===== config.mk =====
export PLATFORM = sky130hd
export DESIGN_NAME = iq_channel_xbar
export DESIGN_NICKNAME = d
export VERILOG_FILES = /design/src/rtl/iq_channel_xbar.sv
export SDC_FILE = /design/constraint.sdc
export NUM_CORES = 1
export LEC_CHECK = 0
export BUFFER_PORTS_ARGS = -buffer_cell sky130_fd_sc_hd__buf_2
export CAP_MARGIN = 15
export CORE_UTILIZATION = 57
export CTS_CLUSTER_DIAMETER = 30
export DETAILED_ROUTE_END_ITERATION = 8
export PLACE_DENSITY = 0.85
export RECOVER_POWER = 25
export SLEW_MARGIN = 0
export SYNTH_ARGS = -nofsm -noshare
export SYNTH_HDL_FRONTEND = slang
export SYNTH_SLANG_ARGS = --single-unit

===== constraint.sdc =====
create_clock -name i_clk_125p -period 5.2 [get_ports i_clk_125p]
set_input_delay 1.3 -clock i_clk_125p [delete_from_list [all_inputs] [get_ports i_clk_125p]]
set_output_delay 1.3 -clock i_clk_125p [all_outputs]
set_load 0.01 [all_outputs]

===== src/rtl/iq_channel_xbar.sv =====
// -----------------------------------------------------------------------------
// iq_channel_xbar
//
// NCH x NCH crossbar for I/Q sample streams. Each output k is fed from the
// input channel named by its route field (field value >= NCH mutes that output).
// A route change is requested with i_route_wr. It is held pending until a
// frame pulse arrives on one of the new sources, or until a timeout expires.
// Only the outputs whose source changes are then blanked for BLANK_CYC cycles.
// After the blank the new routing is applied and o_ack pulses.
// All outputs are registered: data latency is exactly one clock.
//
// Ports
//   i_clk_125p          system clock (rising edge)
//   i_rst_n             asynchronous active-low reset
//   i_idata / i_qdata   NCH packed I/Q samples, channel n at [n*DW +: DW]
//   i_fp                per-channel frame pulse
//   i_route_sel         NCH packed route fields (SW bits each), field k -> output k
//   i_route_wr          one-cycle request to load i_route_sel
//   o_idata / o_qdata   routed I/Q samples, same packing as the inputs
//   o_fp                routed frame pulses
//   o_busy              route change in progress
//   o_ack               one-cycle pulse when the new route takes effect
//   o_tmo               sticky: last change was forced by timeout
//   o_err               sticky: a write was rejected while busy
// -----------------------------------------------------------------------------
module iq_channel_xbar #(
  parameter int DW        = 12,
  parameter int NCH       = 4,
  parameter int SW        = 3,
  parameter int BLANK_CYC = 4,
  parameter int TMO_CYC   = 65535
) (
  input  logic                i_clk_125p,
  input  logic                i_rst_n,
  input  logic [NCH*DW-1:0]   i_idata,
  input  logic [NCH*DW-1:0]   i_qdata,
  input  logic [NCH-1:0]      i_fp,
  input  logic [NCH*SW-1:0]   i_route_sel,
  input  logic                i_route_wr,
  output logic [NCH*DW-1:0]   o_idata,
  output logic [NCH*DW-1:0]   o_qdata,
  output logic [NCH-1:0]      o_fp,
  output logic                o_busy,
  output logic                o_ack,
  output logic                o_tmo,
  output logic                o_err
);

  // Timeout counter runs 0..TMO_CYC-1 while waiting for a frame pulse.
  localparam int TW = (TMO_CYC > 1) ? $clog2(TMO_CYC) : 1;
  localparam int BW = 8;

  function automatic logic [NCH*SW-1:0] f_identity();
    logic [NCH*SW-1:0] m;
    m = '0;
    for (int k = 0; k < NCH; k++) begin
      m[k*SW +: SW] = SW'(k);
    end
    return m;
  endfunction

  localparam logic [NCH*SW-1:0] IDENT = f_identity();

  typedef enum logic [1:0] {IDLE, WAIT_FP, BLANK, APPLY} state_t;

  state_t              r_state;
  logic [NCH*SW-1:0]   r_act;
  logic [NCH*SW-1:0]   r_pend;
  logic [TW-1:0]       r_tmo_cnt;
  logic [BW-1:0]       r_blank_cnt;
  logic                r_busy;
  logic                r_ack;
  logic                r_tmo;
  logic                r_err;

  logic [NCH-1:0]      w_src_ok;   // pending field k names a real input
  logic [NCH-1:0]      w_fp_hit;   // frame pulse seen on pending source k
  logic                w_trigger;

  genvar gi;
  generate
    for (gi = 0; gi < NCH; gi++) begin : g_out
      logic [SW-1:0] w_pend_f;
      logic [SW-1:0] w_act_f;
      logic [SW-1:0] w_sel_f;
      logic          w_blank;
      logic [DW-1:0] w_i_mux;
      logic [DW-1:0] w_q_mux;
      logic          w_fp_mux;
      logic [DW-1:0] r_i;
      logic [DW-1:0] r_q;
      logic          r_fp;

      assign w_pend_f     = r_pend[gi*SW +: SW];
      assign w_act_f      = r_act[gi*SW +: SW];
      assign w_src_ok[gi] = (w_pend_f < SW'(NCH));
      // Shifting past NCH yields zero, so muted fields never hit.
      assign w_fp_hit[gi] = |(i_fp & (NCH'(1) << w_pend_f));

      // In APPLY the new route is already used so the output register loads
      // the new source in the same edge that raises o_ack (no stale cycle).
      assign w_sel_f = (r_state == APPLY) ? w_pend_f : w_act_f;
      assign w_blank = (r_state == BLANK) && (w_pend_f != w_act_f);

      // AND-OR mux; a select >= NCH matches nothing and mutes the output.
      always_comb begin
        w_i_mux  = '0;
        w_q_mux  = '0;
        w_fp_mux = 1'b0;
        for (int s = 0; s < NCH; s++) begin
          if (w_sel_f == SW'(s)) begin
            w_i_mux  = i_idata[s*DW +: DW];
            w_q_mux  = i_qdata[s*DW +: DW];
            w_fp_mux = i_fp[s];
          end
        end
      end

      always_ff @(posedge i_clk_125p or negedge i_rst_n) begin
        if (!i_rst_n) begin
          r_i  <= '0;
          r_q  <= '0;
          r_fp <= 1'b0;
        end else begin
          r_i  <= w_blank ? '0   : w_i_mux;
          r_q  <= w_blank ? '0   : w_q_mux;
          r_fp <= w_blank ? 1'b0 : w_fp_mux;
        end
      end

      assign o_idata[gi*DW +: DW] = r_i;
      assign o_qdata[gi*DW +: DW] = r_q;
      assign o_fp[gi]             = r_fp;
    end
  endgenerate

  // With every pending output muted there is no source to sync to, so the
  // change is timed from channel 0 instead.
  assign w_trigger = (|w_src_ok) ? (|w_fp_hit) : i_fp[0];

  always_ff @(posedge i_clk_125p or negedge i_rst_n) begin
    if (!i_rst_n) begin
      r_state     <= IDLE;
      r_act       <= IDENT;
      r_pend      <= IDENT;
      r_tmo_cnt   <= '0;
      r_blank_cnt <= '0;
      r_busy      <= 1'b0;
      r_ack       <= 1'b0;
      r_tmo       <= 1'b0;
      r_err       <= 1'b0;
    end else begin
      r_ack <= 1'b0;
      if (i_route_wr && (r_state != IDLE)) begin
        r_err <= 1'b1;
      end
      case (r_state)
        IDLE: begin
          if (i_route_wr) begin
            r_pend    <= i_route_sel;
            r_tmo     <= 1'b0;
            r_busy    <= 1'b1;
            r_tmo_cnt <= '0;
            r_state   <= WAIT_FP;
          end
        end
        WAIT_FP: begin
          if (w_trigger) begin
            r_blank_cnt <= '0;
            r_state     <= BLANK;
          end else if (r_tmo_cnt == TW'(TMO_CYC - 1)) begin
            r_tmo       <= 1'b1;
            r_blank_cnt <= '0;
            r_state     <= BLANK;
          end else begin
            r_tmo_cnt <= r_tmo_cnt + 1'b1;
          end
        end
        BLANK: begin
          if (r_blank_cnt == BW'(BLANK_CYC - 1)) begin
            r_state <= APPLY;
          end else begin
            r_blank_cnt <= r_blank_cnt + 1'b1;
          end
        end
        APPLY: begin
          r_act   <= r_pend;
          r_ack   <= 1'b1;
          r_busy  <= 1'b0;
          r_state <= IDLE;
        end
        default: r_state <= IDLE;
      endcase
    end
  end

  assign o_busy = r_busy;
  assign o_ack  = r_ack;
  assign o_tmo  = r_tmo;
  assign o_err  = r_err;

endmodule


# Word-level counts from Yosys, hierarchy flattened
# Cells that the tools add are included.
[classes] n_lt_le_gt_ge=4 mux=85 n_eq_ne=28 bitwise=4 shift=4 add_sub_neg=2 reduce_logical=22
[ops] op="$mux W12" n=40
[ops] op="$mux W16" n=3
[ops] op="$pmux W16 S2" n=1
[ops] op="$mux W1" n=26
[ops] op="$eq A3 B2 Y1 const B" n=8
[ops] op="$mux W8" n=3
[ops] op="$add A16 B1 Y16 const B" n=1
[ops] op="$and A4 B4 Y4" n=4
[ops] op="$eq A16 B16 Y1 const B" n=1
[ops] op="$pmux W8 S2" n=1
[ops] op="$reduce_or A16 Y1" n=1
[ops] op="$shl A1 B3 Y4 const A" n=4
[ops] op="$eq A3 B1 Y1 const B" n=4
[ops] op="$logic_not A3 Y1" n=4
[ops] op="$lt A3 B3 Y1 const B" n=4
[ops] op="$mux W3" n=4
[ops] op="$ne A3 B3 Y1" n=4
[ops] op="$ne A2 B2 Y1 const B" n=5
[ops] op="$add A8 B1 Y8 const B" n=1
[ops] op="$eq A8 B2 Y1 const B" n=1
[ops] op="$mux W2" n=4
[ops] op="$pmux W2 S4" n=1
[ops] op="$reduce_and A4 Y1" n=2
[ops] op="$reduce_bool A2 Y1" n=4
[ops] op="other kinds (10)" n=18
[word_totals] in_bits=115 out_inout_bits=104 register_bits=154

# Longest topological paths before layout
[logic_depth] depth_word=8 mapped_depth=9 ltp_nobuf=8

# Worst setup path after synthesis
# No wires, ideal clock.
[synth_timing] kind="input port to flip-flop" from="input i_fp[0]" to="register r_state[1]" required_ns=5.072 stages=7 path_slack_ns=2.016 t_arrival_ns=3.056 cell_sequence="buf_6 > mux4_2 > a22oi_2 > nand4_1 > a211oi_4 > nor3_2 > mux2_1"
[synth_between] elab_chain_len=5 elab_cells_between_ends=10
[synth_lines] element="start: declaration" line="37" source="input logic [NCH-1:0] i_fp,"
[synth_lines] element="$and A4 B4 Y4" line="98" source="assign w_fp_hit[gi] = |(i_fp & (NCH'(1) << w_pend_f));"
[synth_lines] element="$reduce_or A16 Y1" line="139" source="assign w_trigger = (|w_src_ok) ? (|w_fp_hit) : i_fp[0];"
[synth_lines] element="$mux W1 *" line="139"
[synth_lines] element="$mux W2 or $ne A3 B3 Y1 (tied branches)"
[synth_lines] element="$pmux W2 S4 or $reduce_and A3 Y1 (tied branches)"
[synth_lines] element="end signal: assignment" line="143" source="r_state <= IDLE;"
[synth_lines] element="end signal: assignment" line="170" source="r_state <= BLANK;"
[synth_lines] element="end signal: assignment" line="174" source="r_state <= BLANK;"
[synth_lines] element="end: declaration" line="66" source="state_t r_state;"
# Every way passes the cells marked *; elsewhere a longest branch is shown, timed or not.
# A chain may end at the register's enable or synchronous reset.

# Final worst setup path
[layout_timing] from="register r_state[0]" to="register g_out[1].r_q[1]"
[layout_between] elab_chain_len=8 elab_cells_between_ends=13
[layout_lines] element="start signal: assignment" line="143"
[layout_lines] element="start signal: assignment" line="164" source="r_state <= WAIT_FP;"
[layout_lines] element="start signal: assignment" line="170"
[layout_lines] element="$eq A2 B2 Y1" line="102" source="assign w_sel_f = (r_state == APPLY) ? w_pend_f : w_act_f;"
[layout_lines] element="$mux W3" line="102"
[layout_lines] element="$logic_not A3 Y1" line="111" source="if (w_sel_f == SW'(s)) begin"
[layout_lines] element="$mux W12 (4 in a row)" line="111"
[layout_lines] element="$mux W12 *" line="126" source="r_q <= w_blank ? '0 : w_q_mux;"
[layout_lines] element="end signal: assignment" line="126"
[layout_lines] element="end: declaration" line="91" source="logic [DW-1:0] r_q;"
# Marks and branches as above.

==> results.md <==
- The first global-routing pass estimated 41200 µm of wire.
- In this run the tightest slew margin relative to its limit is -50.5%.
- The number of cells on the worst reg-to-reg path is 7.
- The worst-case IR drop observed on VDD is 0.000489 V.
- By area the synthesized netlist is led by sky130_fd_sc_hd__dfrtp_1 (45%), sky130_fd_sc_hd__mux2i_1 (13%), sky130_fd_sc_hd__a211oi_1 (9.3%).
- The element type at the critical path end is a flip-flop.
- The number of levels the H-tree was split into is 4.
- The first detailed-routing pass took 6 iterations.
- Global routing used 9.88% of the available met3 tracks.
- The number of setup buffers added after CTS is 0.
- The count of buffers inserted at the top-level ports is 218.
- The via count of the first global-routing pass is 7647.
- The met2 capacity usage during global routing is 58.3%.
- The cell at the root of the clock tree is sky130_fd_sc_hd__clkbuf_16.
- After detailed routing, the average wire length per cell comes to 23.4 µm.
- The most used routing layer is met2.
- Cells with a size suffix above 1 make up 32.2% of the layout.
- The top cell type's share of synthesized area is 44.6%.
- The most used flip-flop cell after synthesis is sky130_fd_sc_hd__dfrtp_1.
- The biggest area consumer among synthesized cells is sky130_fd_sc_hd__dfrtp_1.
- In the routed design, unresolved DRC markers number 0.
- In this run the remaining antenna-violating nets after routing total 0.
- For this design, the slowest cell found on the critical path is sky130_fd_sc_hd__mux2i_1.
- In the layout the commonest cells are sky130_fd_sc_hd__buf_2 (216), sky130_fd_sc_hd__dfrtp_1 (146), sky130_fd_sc_hd__mux2i_1 (110).
- For the finished layout, the period the worst path requires is 3890 ps.
- The violation count after the first detailed-route iteration is 938.
- The class of the most critical hold timing path is flip-flop to flip-flop.
- In the synthesized netlist, the number of instances is 747.
- The met1 demand-to-capacity share in global routing is 47.2%.
- The total CTS buffers is 17.
- The number of top-level pins is 219.
- Derived from the worst setup path, the maximum achievable clock frequency is 0.257 GHz.
- The launch point of the worst hold path is o_err.
- The run finished, with violations left.
- The count of fill cells added during filler insertion is 1044.
- The synthesis-stage register bit count is 154.
- Setup violations remaining at the end of the flow were counted as 0.
- The half-perimeter wire length of the detailed placement result is 17400 µm.
- The launching element type of the critical path is a flip-flop.
- The capture point of the worst reg-to-reg path is g_out[1].r_q[1].
- The analysis attributes to cell leakage a power of 0.00485 µW.
- Compared with the post-synthesis result, the final layout area differs by 22.2%.
- The initial antenna violation count is 3.
- The count of placed standard cells including taps is 1107.
- Leaving out fill and tap cells, the most frequent cell in the layout is sky130_fd_sc_hd__buf_2.
- Across every metal layer, demand over resource in global routing totals 37.0%.
- At the worst endpoint, the required time is 5520 ps.
- The checks that failed: capacitance limit, slew limit.
- The placeable core area is 13900 µm².
- The worst reg-to-reg setup slack is 1310 ps.
- The final worst-path cycle share is 74.8%.
- The category of the critical setup timing path is flip-flop to flip-flop.
- The post-cts repair resize count is 0.
- The post-route non-filler standard cell count is 1143.
- Clock tree synthesis found a total of 154 sinks.
- The signal on the critical path passes through ha_1 > buf_4 > mux2i_1 > inv_1 > nand3_1 > o22ai_1 > a211oi_1.
- The leftover overflow at the end of global routing is 0.
- The path with the worst hold slack has its endpoint at o_err.
- The final count of pins violating max slew is 93.
- The CTS tree is built.
- The number of buffer and inverter stages on the critical path is 2.
- The data arrival time at the worst-slack endpoint is 4220 ps.
- Of all flip-flops after synthesis, the portion carrying an async set or reset was 100%.
- The count of warnings emitted by yosys is 0.
- At the placement stage, the worst setup path has a slack of 1540 ps.
- The post-route worst hold slack is 467 ps.
- Entering global routing, the biggest net connects 93 pins.
- Summing over every cut layer, the via total after detailed routing is 7781.
- Clock-pin slew was measured on the worst setup and hold paths at 60 ps.
- In this run, distinct cell masters in the synthesized netlist total 63.
- The summed negative setup slack over all endpoints is 0 ps.
- Of all nets on the critical path, the largest fanout is 25.
- In this run, synthesis inferred 0 flip-flops with an integrated enable.
- Once routing completed, OpenROAD measured the worst setup slack at 1310 ps.
- The effective utilization at floorplan is 58.8%.
- The final wirelength is 26800 µm.
- The area used by multi-input combinational logic is 4020 µm².
- The initialized floorplan defines 43 standard-cell rows.
- The biggest cell delay along the critical path is 1190 ps.
- For the pin with the worst max-slew slack, the measured transition is 2260 ps.
- The clock arrives with 12.7 ps of skew.
- Grouping stages by cell kind, the critical path spends the most delay in multiplexers.
- The sequential cells in the finished layout cover a total of 3860 µm².
- The die span in x is 122 µm.
- In this run the mean area of a mapped cell was 11.0 µm².
- The longest clock path from root to sink contains 2 buffers.
- The net count of the mapped netlist is 869.
- The cell depth of the worst min-delay path is 1.
- The mapped netlist covers 8200 µm².
- The number of hold violations in the final report is 0.
- At the later pin of the worst-skew pair, clock insertion delay measures 440 ps.
- Setup repair after global routing left no endpoint under its margin.
- The die covers 14900 µm².
- The power density relative to cell area is 726 nW/µm².
- The launching point of the worst reg2reg path is r_state[0].
- The vertical die dimension is 122 µm.
- After the last flow step, the layout net total stands at 1069.
- Across the run, the number of max-cap violations was 2.
- After synthesis, flip-flops and latches occupy 47.1% of the total area.
- In the routed layout, each cell is associated on average with a via count of 6.81.
- The congestion estimate from routability-driven global placement came to 0.862.
- After clock tree synthesis, the flow added hold-fix buffers numbering 0.
-- through the flow --
| step | instance area [µm²] | util (%) | total power [µW] |
|---|---|---|---|
| 6_report | 10000 | 71.9 | 7270 |
| 5_1_grt | 10000 | 71.9 | 7610 |
| 4_1_cts | 10100 | 72.3 | 7230 |
| 3_5_place_dp | 9490 | 68.1 | 5980 |
| 3_3_place_gp | 9490 | 68.1 | 5890 |
| 2_1_floorplan | 8200 | - | 4580 |
-- worst register-to-register path, delay by kind of cell, from the launching register on --
| kind | cells | cell delay, ps |
|---|---|---|
| adder cells (fa/ha/maj) | 1 | 170 |
| AND/OR/NAND/NOR | 1 | 920 |
| flip-flops | 1 | 400 |
| AO/OA/AOI/OAI | 2 | 540 |
| multiplexers | 1 | 1200 |
| buffers and inverters | 2 | 550 |
-- power breakdown --
| group | total [µW] | internal [µW] | switching, µW |
|---|---|---|---|
| sequential | 2000 | 1710 | 288 |
| clock | 1230 | 703 | 522 |
| combinational | 4040 | 1490 | 2560 |
| total | 7270 | 3900 | 3370 |
-- synth_stat cells, types with 2 or more instances --
cell	count
sky130_fd_sc_hd__o22ai_1	100
sky130_fd_sc_hd__nor2_1	16
sky130_fd_sc_hd__dfrtp_1	146
sky130_fd_sc_hd__nand2_1	25
sky130_fd_sc_hd__or2_2	2
sky130_fd_sc_hd__buf_2	18
sky130_fd_sc_hd__and3_1	4
sky130_fd_sc_hd__xor2_1	12
sky130_fd_sc_hd__o31a_1	2
sky130_fd_sc_hd__nand2b_1	2
sky130_fd_sc_hd__a31oi_1	6
sky130_fd_sc_hd__o211ai_1	7
sky130_fd_sc_hd__o211ai_2	2
sky130_fd_sc_hd__mux2i_1	110
sky130_fd_sc_hd__or4_1	8
sky130_fd_sc_hd__buf_4	4
sky130_fd_sc_hd__o21ai_1	6
sky130_fd_sc_hd__nor3_1	4
sky130_fd_sc_hd__a21boi_1	4
sky130_fd_sc_hd__mux2i_2	3
sky130_fd_sc_hd__buf_6	3
sky130_fd_sc_hd__o221ai_1	2
sky130_fd_sc_hd__mux2_1	2
sky130_fd_sc_hd__a211oi_1	101
sky130_fd_sc_hd__a21oi_1	5
sky130_fd_sc_hd__o211a_1	3
sky130_fd_sc_hd__o21ai_0	5
sky130_fd_sc_hd__nand3_1	15
sky130_fd_sc_hd__o311ai_0	4
sky130_fd_sc_hd__mux2_2	15
sky130_fd_sc_hd__inv_1	21
sky130_fd_sc_hd__dfstp_2	8
sky130_fd_sc_hd__o32ai_1	2
sky130_fd_sc_hd__nor2b_1	2
sky130_fd_sc_hd__ha_1	7
sky130_fd_sc_hd__o31ai_1	5
sky130_fd_sc_hd__and2_1	2
sky130_fd_sc_hd__clkbuf_1	30
sky130_fd_sc_hd__nand4_1	8
sky130_fd_sc_hd__nor4_1	3
-- worst max-delay path by stage --
stage                from              end  depth (start not counted)
5_1_grt        r_state[0]  g_out[1].r_q[1]                          7
3_5_place_dp      i_fp[0]       r_state[1]                          7
3_3_place_gp      i_fp[0]   r_blank_cnt[0]                          7
4_1_cts        r_state[0]    g_out[3].r_fp                          7
2_1_floorplan     i_fp[0]       r_state[1]                          7
6_report       r_state[0]  g_out[1].r_q[1]                          7
-- flip-flops by register name, indices dropped and copies added (netlist names), 2 cells and up --
register     cells
g_out.r_i       48
g_out.r_q       48
r_tmo_cnt       16
r_act           12
r_pend          12
r_blank_cnt      8
g_out.r_fp       4
r_state          2
-- cells by family (layout without fill, tap and decap cells) --
group / Yosys count / count (layout) / share of synthesized area [%]
multiplexers: 132 / 132 / 16.9
flip-flops: 154 / 154 / 47.1
adder cells (fa/ha/maj): 7 / 7 / 1.07
other: 0 / 3 / 0
buffers and inverters: 78 / 291 / 4.30
AND/OR/NAND/NOR: 97 / 97 / 6.24
AO/OA/AOI/OAI: 267 / 267 / 23.1
XOR/XNOR: 12 / 12 / 1.28
-- per-layer routing --
layer / share of wire, % / wire [µm]
met5: 0 / 0
met4: 3.6 / 966
met3: 10 / 2770
met2: 48 / 12900
met1: 38 / 10100
-- cell type report --
cell class | count | share of cell area, %
multi-input cells | 515 | 40.2
flip-flops and latches | 154 | 38.6
repair buffers | 237 | 12.3
clock buffers | 21 | 4.70
well taps | 180 | 2.25
clock inverters | 11 | 1.11
inverters | 22 | 0.825
diodes | 3 | 0.0750
No activity file was read; power rests on OpenSTA's default activity.
